### src/rtl/regs_wb_if.sv
// Bus bundle between the id/ex/debug side and the integer register file.
// master drives addresses, write data and debug requests; slave returns read data and handshake.
interface regs_wb_if #(
   parameter int DW = 32,
   parameter int AW = 5
);
   logic [AW-1:0] reg1_raddr_i;
   logic [AW-1:0] reg2_raddr_i;
   logic [DW-1:0] reg1_rdata_o;
   logic [DW-1:0] reg2_rdata_o;
   logic [AW-1:0] reg_waddr_i;
   logic [DW-1:0] reg_wdata_i;
   logic          reg_wen_i;
   logic          dbg_req_i;
   logic          dbg_we_i;
   logic [AW-1:0] dbg_addr_i;
   logic [DW-1:0] dbg_wdata_i;
   logic          dbg_gnt_o;
   logic          dbg_rvalid_o;
   logic [DW-1:0] dbg_rdata_o;
   logic          dbg_hold_o;

   modport master (
      output reg1_raddr_i, reg2_raddr_i, reg_waddr_i, reg_wdata_i, reg_wen_i,
             dbg_req_i, dbg_we_i, dbg_addr_i, dbg_wdata_i,
      input  reg1_rdata_o, reg2_rdata_o, dbg_gnt_o, dbg_rvalid_o, dbg_rdata_o, dbg_hold_o
   );

   modport slave (
      input  reg1_raddr_i, reg2_raddr_i, reg_waddr_i, reg_wdata_i, reg_wen_i,
             dbg_req_i, dbg_we_i, dbg_addr_i, dbg_wdata_i,
      output reg1_rdata_o, reg2_rdata_o, dbg_gnt_o, dbg_rvalid_o, dbg_rdata_o, dbg_hold_o
   );
endinterface

### src/rtl/regs_wb.sv
// Integer register file x0..x31 with two bypassed read ports, an ex write port and an
// arbitrated debug port whose blocked writes raise a pipeline hold request after a while.
//
// Hold FSM:
//   state   | meaning
//   ST_IDLE | no hold requested; starve counter may be running
//   ST_HOLD | debug write starved for STARVE_LIM cycles; asking ctrl to stall
module regs_wb #(
   parameter int            DW         = 32,
   parameter int            AW         = 5,
   parameter logic [DW-1:0] RESET_VAL  = '0,
   parameter int            STARVE_LIM = 4
) (
   input logic       clk,
   input logic       rst_n,
   regs_wb_if.slave  bus
);

   localparam int            NREG = 2**AW;
   localparam int            CW   = $clog2(STARVE_LIM + 1);
   localparam logic [CW-1:0] LIM  = CW'(STARVE_LIM);

   typedef enum logic {ST_IDLE, ST_HOLD} state_t;

   logic [DW-1:0] regs [NREG];

   logic          dbg_gnt;
   logic          core_wr;
   logic          dbg_wr;
   logic          dbg_rd;
   logic          commit_en;
   logic [AW-1:0] commit_addr;
   logic [DW-1:0] commit_data;
   logic [DW-1:0] dbg_rd_val;

   logic          dbg_rvalid_q;
   logic [DW-1:0] dbg_rdata_q;

   logic          dbg_denied;
   logic          starve_hit;
   logic [CW-1:0] starve_cnt;

   state_t        state_q;
   state_t        state_d;
   logic          hold;

   // Core write has priority; debug reads never collide with it.
   assign dbg_gnt = rst_n & bus.dbg_req_i & ~(bus.dbg_we_i & bus.reg_wen_i);
   assign core_wr = rst_n & bus.reg_wen_i;
   assign dbg_wr  = dbg_gnt & bus.dbg_we_i;
   assign dbg_rd  = dbg_gnt & ~bus.dbg_we_i;

   assign commit_addr = core_wr ? bus.reg_waddr_i : bus.dbg_addr_i;
   assign commit_data = core_wr ? bus.reg_wdata_i : bus.dbg_wdata_i;
   assign commit_en   = (core_wr | dbg_wr) & (commit_addr != '0);

   // commit_en already excludes x0, so a matching address is always a live register.
   assign bus.reg1_rdata_o = (!rst_n || bus.reg1_raddr_i == '0) ? '0 :
                             (commit_en && commit_addr == bus.reg1_raddr_i) ? commit_data :
                             regs[bus.reg1_raddr_i];
   assign bus.reg2_rdata_o = (!rst_n || bus.reg2_raddr_i == '0) ? '0 :
                             (commit_en && commit_addr == bus.reg2_raddr_i) ? commit_data :
                             regs[bus.reg2_raddr_i];
   assign dbg_rd_val       = (bus.dbg_addr_i == '0) ? '0 :
                             (commit_en && commit_addr == bus.dbg_addr_i) ? commit_data :
                             regs[bus.dbg_addr_i];

   always_ff @(posedge clk) begin
      if (!rst_n) begin
         for (int i = 0; i < NREG; i++) begin
            regs[i] <= (i == 0) ? '0 : RESET_VAL;
         end
      end else if (commit_en) begin
         regs[commit_addr] <= commit_data;
      end
   end

   always_ff @(posedge clk) begin
      if (!rst_n) begin
         dbg_rvalid_q <= 1'b0;
         dbg_rdata_q  <= '0;
      end else begin
         dbg_rvalid_q <= dbg_rd;
         if (dbg_rd) begin
            dbg_rdata_q <= dbg_rd_val;
         end
      end
   end

   // A read granted just before reset must not surface while reset is held.
   assign bus.dbg_gnt_o    = dbg_gnt;
   assign bus.dbg_rvalid_o = dbg_rvalid_q & rst_n;
   assign bus.dbg_rdata_o  = dbg_rdata_q;

   assign dbg_denied = rst_n & bus.dbg_req_i & bus.dbg_we_i & ~dbg_gnt;
   assign starve_hit = dbg_denied & (starve_cnt == LIM);

   always_ff @(posedge clk) begin
      if (!rst_n) begin
         starve_cnt <= '0;
      end else if (!dbg_denied) begin
         starve_cnt <= '0;
      end else if (starve_cnt != LIM) begin
         starve_cnt <= starve_cnt + 1'b1;
      end
   end

   always_ff @(posedge clk) begin
      if (!rst_n) begin
         state_q <= ST_IDLE;
      end else begin
         state_q <= state_d;
      end
   end

   always_comb begin
      state_d = state_q;
      case (state_q)
         ST_IDLE: if (starve_hit)  state_d = ST_HOLD;
         ST_HOLD: if (!dbg_denied) state_d = ST_IDLE;
         default: state_d = ST_IDLE;
      endcase
   end

   always_comb begin
      hold = 1'b0;
      if (state_q == ST_HOLD) begin
         hold = 1'b1;
      end
   end

   assign bus.dbg_hold_o = hold;

endmodule

### src/flat_wrapper.sv
// flat-port wrapper written by rule: the top's interface ports become plain ports
module regs_wb_flat 
#(
   parameter int            DW         = 32,
   parameter int            AW         = 5,
   parameter logic [DW-1:0] RESET_VAL  = '0,
   parameter int            STARVE_LIM = 4
)
  (clk, rst_n, bus_reg1_raddr_i, bus_reg2_raddr_i, bus_reg_waddr_i, bus_reg_wdata_i, bus_reg_wen_i, bus_dbg_req_i, bus_dbg_we_i, bus_dbg_addr_i, bus_dbg_wdata_i, bus_reg1_rdata_o, bus_reg2_rdata_o, bus_dbg_gnt_o, bus_dbg_rvalid_o, bus_dbg_rdata_o, bus_dbg_hold_o);
  regs_wb_if #(.DW(DW), .AW(AW)) bus_i ();
  input logic clk;
  input logic rst_n;
  input wire logic [$bits(bus_i.reg1_raddr_i)-1:0] bus_reg1_raddr_i;
  input wire logic [$bits(bus_i.reg2_raddr_i)-1:0] bus_reg2_raddr_i;
  input wire logic [$bits(bus_i.reg_waddr_i)-1:0] bus_reg_waddr_i;
  input wire logic [$bits(bus_i.reg_wdata_i)-1:0] bus_reg_wdata_i;
  input wire logic [$bits(bus_i.reg_wen_i)-1:0] bus_reg_wen_i;
  input wire logic [$bits(bus_i.dbg_req_i)-1:0] bus_dbg_req_i;
  input wire logic [$bits(bus_i.dbg_we_i)-1:0] bus_dbg_we_i;
  input wire logic [$bits(bus_i.dbg_addr_i)-1:0] bus_dbg_addr_i;
  input wire logic [$bits(bus_i.dbg_wdata_i)-1:0] bus_dbg_wdata_i;
  output wire logic [$bits(bus_i.reg1_rdata_o)-1:0] bus_reg1_rdata_o;
  output wire logic [$bits(bus_i.reg2_rdata_o)-1:0] bus_reg2_rdata_o;
  output wire logic [$bits(bus_i.dbg_gnt_o)-1:0] bus_dbg_gnt_o;
  output wire logic [$bits(bus_i.dbg_rvalid_o)-1:0] bus_dbg_rvalid_o;
  output wire logic [$bits(bus_i.dbg_rdata_o)-1:0] bus_dbg_rdata_o;
  output wire logic [$bits(bus_i.dbg_hold_o)-1:0] bus_dbg_hold_o;
  assign bus_i.reg1_raddr_i = bus_reg1_raddr_i;
  assign bus_i.reg2_raddr_i = bus_reg2_raddr_i;
  assign bus_i.reg_waddr_i = bus_reg_waddr_i;
  assign bus_i.reg_wdata_i = bus_reg_wdata_i;
  assign bus_i.reg_wen_i = bus_reg_wen_i;
  assign bus_i.dbg_req_i = bus_dbg_req_i;
  assign bus_i.dbg_we_i = bus_dbg_we_i;
  assign bus_i.dbg_addr_i = bus_dbg_addr_i;
  assign bus_i.dbg_wdata_i = bus_dbg_wdata_i;
  assign bus_reg1_rdata_o = bus_i.reg1_rdata_o;
  assign bus_reg2_rdata_o = bus_i.reg2_rdata_o;
  assign bus_dbg_gnt_o = bus_i.dbg_gnt_o;
  assign bus_dbg_rvalid_o = bus_i.dbg_rvalid_o;
  assign bus_dbg_rdata_o = bus_i.dbg_rdata_o;
  assign bus_dbg_hold_o = bus_i.dbg_hold_o;
  regs_wb #(.DW(DW), .AW(AW), .RESET_VAL(RESET_VAL), .STARVE_LIM(STARVE_LIM)) u_core (.clk(clk), .rst_n(rst_n), .bus(bus_i));
endmodule
### config.mk
export PLATFORM = sky130hd
export DESIGN_NAME = regs_wb_flat
export DESIGN_NICKNAME = d
export VERILOG_FILES = /design/src/rtl/regs_wb_if.sv /design/src/rtl/regs_wb.sv /design/src/flat_wrapper.sv
export SDC_FILE = /design/constraint.sdc
export NUM_CORES = 2
export LEC_CHECK = 0
export CORE_UTILIZATION = 40
export DETAILED_ROUTE_END_ITERATION = 10
export SETUP_SLACK_MARGIN = 0.02
export SYNTH_ARGS = -nofsm -noshare
export SYNTH_HDL_FRONTEND = slang
export SYNTH_SLANG_ARGS = --single-unit
### constraint.sdc
create_clock -name clk -period 8.4 [get_ports clk]
set_input_delay 0.84 -clock clk [delete_from_list [all_inputs] [get_ports clk]]
set_output_delay 0.84 -clock clk [all_outputs]
set_load 0.02 [all_outputs]
* Word level (Yosys, flattened, before mapping)
Memory sizes are Yosys's and may differ from the RTL's. Cells that the tools add are included.
Word-level totals: memories 1, memory bits (read-only) 0, RAM bits 1024, register bits after elaboration 37, latch bits 0
Cells by class: bitwise gates (word level) 16, shift operators 0, reductions and logical operators 12, divide/modulo/power cells 0, equality and inequality tests 5, order comparisons 0, multipliers 0, $add $sub $neg 1, multiplexer cells 19
Memory list:
- u_core.regs | words 32, bits a word 32, rd ports 3, clocked after memory_dff 0, write ports 32, line regs_wb.sv:25 | logic [DW-1:0] regs [NREG];
Operators by type and width (count):
- two-way mux 32 bit | 8
- OR reduction 32 bit | 1
- == test 5 bit | 3
- zero test 5 bit | 3
- bitwise AND 1 bit | 11
- two-way mux 5 bit | 2
- two-way mux 1 bit | 8
- nonzero test 5 bit | 1
- NOT 1 bit | 4
- adder 3 x 1 -> 3 bit, second input constant | 1
- == test 3 bit, second input constant | 1
- logical AND 1 bit | 3
- != test 3 bit, second input constant | 1
- logical OR 1 bit | 2
- one-hot mux 1 bit (2 select lines) | 1
- AND reduction 2 bit | 1
- zero test 1 bit | 1
- bitwise OR 1 bit | 1

* Logic depth before layout (Yosys ltp)
depth in word-level cells 11, depth in mapped cells 10, mapped depth without buffers 6

* Least setup slack after synthesis
No wires, ideal clock.
path kind input -> output, start point input port bus_reg_wen_i, end point output port bus_reg1_rdata_o[10], arrival 2.772 ns, buffers on the path 3, setup slack 4.788 ns, required time 7.560 ns, stages 9, cells stage by stage buf_2 nand2_2 mux2_4 a21o_1 buf_4 nor4b_4 buf_6 mux2i_1 nor2_1
On the way: word-level cells in the longest chain between the ends 9, elaborated cells on any way between the ends 14, classes of those cells eq/ne: 1; mux: 4; bitwise: 7; reduce/logical: 2
RTL lines:
- start: declaration | line flat_wrapper.sv:17 | input wire logic [$bits(bus_i.reg_wen_i)-1:0] bus_reg_wen_i;
- bitwise AND 1 bit | line regs_wb.sv:48 | assign dbg_gnt = rst_n & bus.dbg_req_i & ~(bus.dbg_we_i & bus.reg_wen_i);
- NOT 1 bit | line regs_wb.sv:48
- bitwise AND 1 bit | line regs_wb.sv:48
- bitwise AND 1 bit | line regs_wb.sv:50 | assign dbg_wr = dbg_gnt & bus.dbg_we_i;
- bitwise OR 1 bit | line regs_wb.sv:55 | assign commit_en = (core_wr | dbg_wr) & (commit_addr != '0);
- bitwise AND 1 bit | line regs_wb.sv:55
- logical AND 1 bit | line regs_wb.sv:59 | (commit_en && commit_addr == bus.reg1_raddr_i) ? commit_data :
- two-way mux 32 bit * | line regs_wb.sv:59
- two-way mux 32 bit * | line regs_wb.sv:58 | assign bus.reg1_rdata_o = (!rst_n || bus.reg1_raddr_i == '0) ? '0 :
- end: declaration | line flat_wrapper.sv:22 | output wire logic [$bits(bus_i.reg1_rdata_o)-1:0] bus_reg1_rdata_o;
Every way passes the cells marked *; elsewhere a longest branch is shown, timed or not.

* Worst setup path after layout
start point input port bus_reg_wen_i, end point output port bus_reg2_rdata_o[2]
On the way: word-level cells in the longest chain between the ends 9, elaborated cells on any way between the ends 14, classes of those cells eq/ne: 1; mux: 4; bitwise: 7; reduce/logical: 2
RTL lines:
- bitwise AND 1 bit | line regs_wb.sv:48
- NOT 1 bit | line regs_wb.sv:48
- bitwise AND 1 bit | line regs_wb.sv:48
- bitwise AND 1 bit | line regs_wb.sv:50
- bitwise OR 1 bit | line regs_wb.sv:55
- bitwise AND 1 bit | line regs_wb.sv:55
- logical AND 1 bit | line regs_wb.sv:62 | (commit_en && commit_addr == bus.reg2_raddr_i) ? commit_data :
- two-way mux 32 bit * | line regs_wb.sv:62
- two-way mux 32 bit * | line regs_wb.sv:61 | assign bus.reg2_rdata_o = (!rst_n || bus.reg2_raddr_i == '0) ? '0 :
- end: declaration | line flat_wrapper.sv:23 | output wire logic [$bits(bus_i.reg2_rdata_o)-1:0] bus_reg2_rdata_o;
Marked as above.

==> impl_metrics.csv <==
group,metric,value,unit
global_routing,grt_pass1_wl,368000,µm
timing,final_critical_path_setup_slack,2.44,ns
final_layout,drive_above_1_share,19.5,%
clocking,cts_tree,"yes",
setup_path,worstSetupPathType,"in -> out",
synthesis,synth_area_per_cell,12.9,µm²
global_routing,grt_remaining_overflow,0,
clocking,cts-resized-gates,0,
die,die_height,394,µm
power_and_ir_drop,seq_power_share,44.8,%
drt,wirelength,272000,µm
global_routing,antenna_violations_before_repair,11,
global_routing,grt_pass1_vias,46200,
synthesis,combined_area_of_all_synthesized_cells,0.0615,mm²
place,place_inst,6614,
drt,ant_nets_after_route,0,
clocking,clock_latency,0.76,ns
drt,detailedRoute.firstIterationViolations,10000,
timing,timing.final.hold_violations,0,
drt,detail_route.vias_per_cell,7.20,
power_and_ir_drop,power,14.2,mW
drt,vias,49300,
synthesis,synth-seq-area-share,51.2,%
power_and_ir_drop,power.switching,3.96,mW
synthesis,async_flop_share,0,%
synthesis,ys_warn_count,0,
timing,worst_slew_pin_slew,1.29,ns
synthesis,synth_enable_flop_cells,1024,
die,initial_utilization,40.4,%
power_and_ir_drop,vdd.ir_drop.worst,0.167,mV
place,dpl_worst_slack,2.49,ns
drt,drc,0,
power_and_ir_drop,leakagePower,24.4,nW
synthesis,synth-main-ff-cell,"edfxtp_1",
timing,finalClockSkew,0.0237,ns
final_layout,syn_to_final_growth,13.5,%
timing,setup_viol,0,
power_and_ir_drop,p_int,10.2,mW
die,dieArea,0.155,mm²
setup_path,worst_ep_arrival_time,5.12,ns
drt,met3_wirelength,43600,µm
final_layout,design_area,0.0698,mm²
place,place.detailed.hpwl,145000,µm
clocking,cts-root-buf,"clkbuf_16",
clocking,cts-buffers-inserted,117,
clocking,cts_setup_buffers,0,
die,design.portCount,188,
drt,wl_met2,114000,µm
setup_path,timing.critical_path.fanout_max,37,
synthesis,synth_seq_cells,1061,
clocking,clock_path_buffers,3,
clocking,numClockSinks,1061,
timing,final.period_utilization,70.9,%
timing,slew_violations,0,
flow_run,timing.max_cap.violations,0,
die,floorplan.core_area,0.152,mm²
drt,routed.top_layer,"met5",
power_and_ir_drop,comb_power_share,16.0,%
drt,wl_per_cell,39.7,µm
drt,wl_met1,97100,µm
worst_hold_path,min-delay-path-class,"reg -> reg",
die,die_width,394,µm
final_layout,layout.cells.most_common_list,"nor2_1, edfxtp_1, mux2i_1",
clocking,hold_buf_count_cts,0,
global_routing,grt_usage,34.0,%
power_and_ir_drop,switching_share,27.9,%
final_layout,mostFrequentLayoutCell,"nor2_1",
power_and_ir_drop,power.share.clock,39.2,%
synthesis,synth_cells,4775,
drt,detailedRoute.firstPassIterationCount,8,
place,dpl_cell_area,0.0657,mm²
setup_path,cp.required,7.56,ns
timing,grt_setup_unrepaired,"no",
setup_path,worstSetupStartpointType,"input port",
final_layout,nNetsFinal,4794,
place,place.gp.congestion,0.906,
place,placement.io_buffers,187,
clocking,cts_htree_levels,3,
timing,fin_crit,5.96,ns
timing,clock.fmax,168,MHz
power_and_ir_drop,power.density_cell_area,203,mW/mm²
synthesis,netlist-cell-type-count,56,
setup_path,cp-end-kind,"output pin",
status,outcome,"finished clean",
timing,tns,0,ns
final_layout,filler_cell_count,13500,
timing,worst_slew_margin_rel,13.0,%
global_routing,grt_max_degree,129,
die,core.rowCount,143,
clocking,path_clk_slew,0.06,ns
final_layout,layout.cells.non_filler,6851,
## path summary, 6_finish.rpt
path / depth (start not counted) / start / endpoint / slack (ns)
worst max-delay path: 8 / bus_reg_wen_i / bus_reg2_rdata_o[2] / 2.44
worst min-delay path: 2 / u_core.bus.dbg_rdata_o[17] / u_core.bus.dbg_rdata_o[17] / 0.49
worst max register to register: 5 / u_core.regs[27][20] / u_core.bus.dbg_rdata_o[20] / 6.18
worst min register to register: 2 / u_core.bus.dbg_rdata_o[17] / u_core.bus.dbg_rdata_o[17] / 0.49
## power groups by stage
stage	clock network, mW	logic, mW	registers [mW]
2_1_floorplan	0	1.34	6.38
3_3_place_gp	0	2.19	6.44
3_5_place_dp	0	2.19	6.46
4_1_cts	5.55	2.20	6.35
5_1_grt	5.74	2.31	6.39
6_report	5.57	2.27	6.37
## synth_stat cells, types with 2 or more instances
master / count / area, µm²
and2_1: 2 / 12.5
nor4bb_1: 6 / 60.1
a21o_1: 3 / 22.5
nor4b_4: 2 / 47.6
nor4_1: 60 / 375
xnor2_1: 9 / 78.8
nor3_1: 14 / 70.1
and4b_1: 4 / 40.0
nor2_1: 1079 / 4050
dfxtp_1: 37 / 741
nand3b_1: 3 / 22.5
ha_1: 2 / 25.0
o211ai_1: 32 / 240
a22o_1: 28 / 245
o21ai_0: 2 / 10.0
inv_1: 43 / 161
edfxtp_1: 1024 / 30700
buf_2: 148 / 741
mux4_2: 504 / 11400
nor3b_1: 4 / 30.0
and3_1: 2 / 12.5
nand3_1: 8 / 40.0
nand2_1: 147 / 552
a32o_1: 4 / 40.0
a31oi_1: 9 / 56.3
mux2i_1: 597 / 5980
nand4_1: 67 / 419
xor2_1: 8 / 70.1
buf_6: 3 / 33.8
a21oi_1: 16 / 80.1
nor4b_1: 4 / 35.0
a22oi_1: 256 / 1920
o22ai_1: 250 / 1560
buf_1: 34 / 128
nor2b_1: 3 / 18.8
nand2b_1: 4 / 25.0
o221ai_1: 2 / 17.5
clkbuf_1: 337 / 1260
## routing by layer
layer / vias to the layer above / GRT usage [%]
li1: 18500 / -
met1: 24800 / 45.2
met2: 5007 / 47.9
met3: 1005 / 12.6
met4: 12 / 18.8
met5: - / 0.493
## critical path, cell delays in order
cell	delay (ns)
clkdlybuf4s50_1	0.82
nand2_8	0.46
mux2_4	0.46
a21o_1	0.29
nor4b_4	0.42
buf_4	0.69
a22o_1	0.45
clkdlybuf4s50_1	0.67
## state kept, by name (all words and copies together) (netlist names)
register,count
u_core.regs,1024
u_core.bus.dbg_rdata_o,32
u_core.starve_cnt,3
u_core.dbg_rvalid_q,1
u_core.state_q,1
## kinds of logic (layout without fill, tap and decap cells)
family,Yosys count,in the layout,share of synthesized area (%)
xor+xnor,17,17,0.242
flops,1061,1061,51.2
buf+inv,566,565,3.80
mux,1102,1102,28.2
other cells,1,48,0.00610
fa+ha+maj,2,2,0.0407
simple gates,1414,1414,9.53
compound gates,612,612,6.97
## through the flow
stage | hold WS [ns] | utilization, %
after floorplan | 0.474 | -
after global placement | 0.467 | 43.2
after detailed placement | 0.473 | 43.2
after CTS | 0.491 | 45.8
after global routing | 0.496 | 45.8
final | 0.486 | 45.9
## cell type report
type | instances | area (µm²) | area share [%]
Sequential cell | 1061 | 31500 | 45.1
Clock inverter | 79 | 961 | 1.38
Multi-Input combinational cell | 3179 | 28600 | 41.0
Clock buffer | 142 | 3100 | 4.45
Antenna cell | 16 | 40.0 | 0.0573
Timing Repair Buffer | 301 | 2890 | 4.14
Tap cell | 2030 | 2540 | 3.64
Inverter | 43 | 163 | 0.233
(Power assumes the default switching activity.)
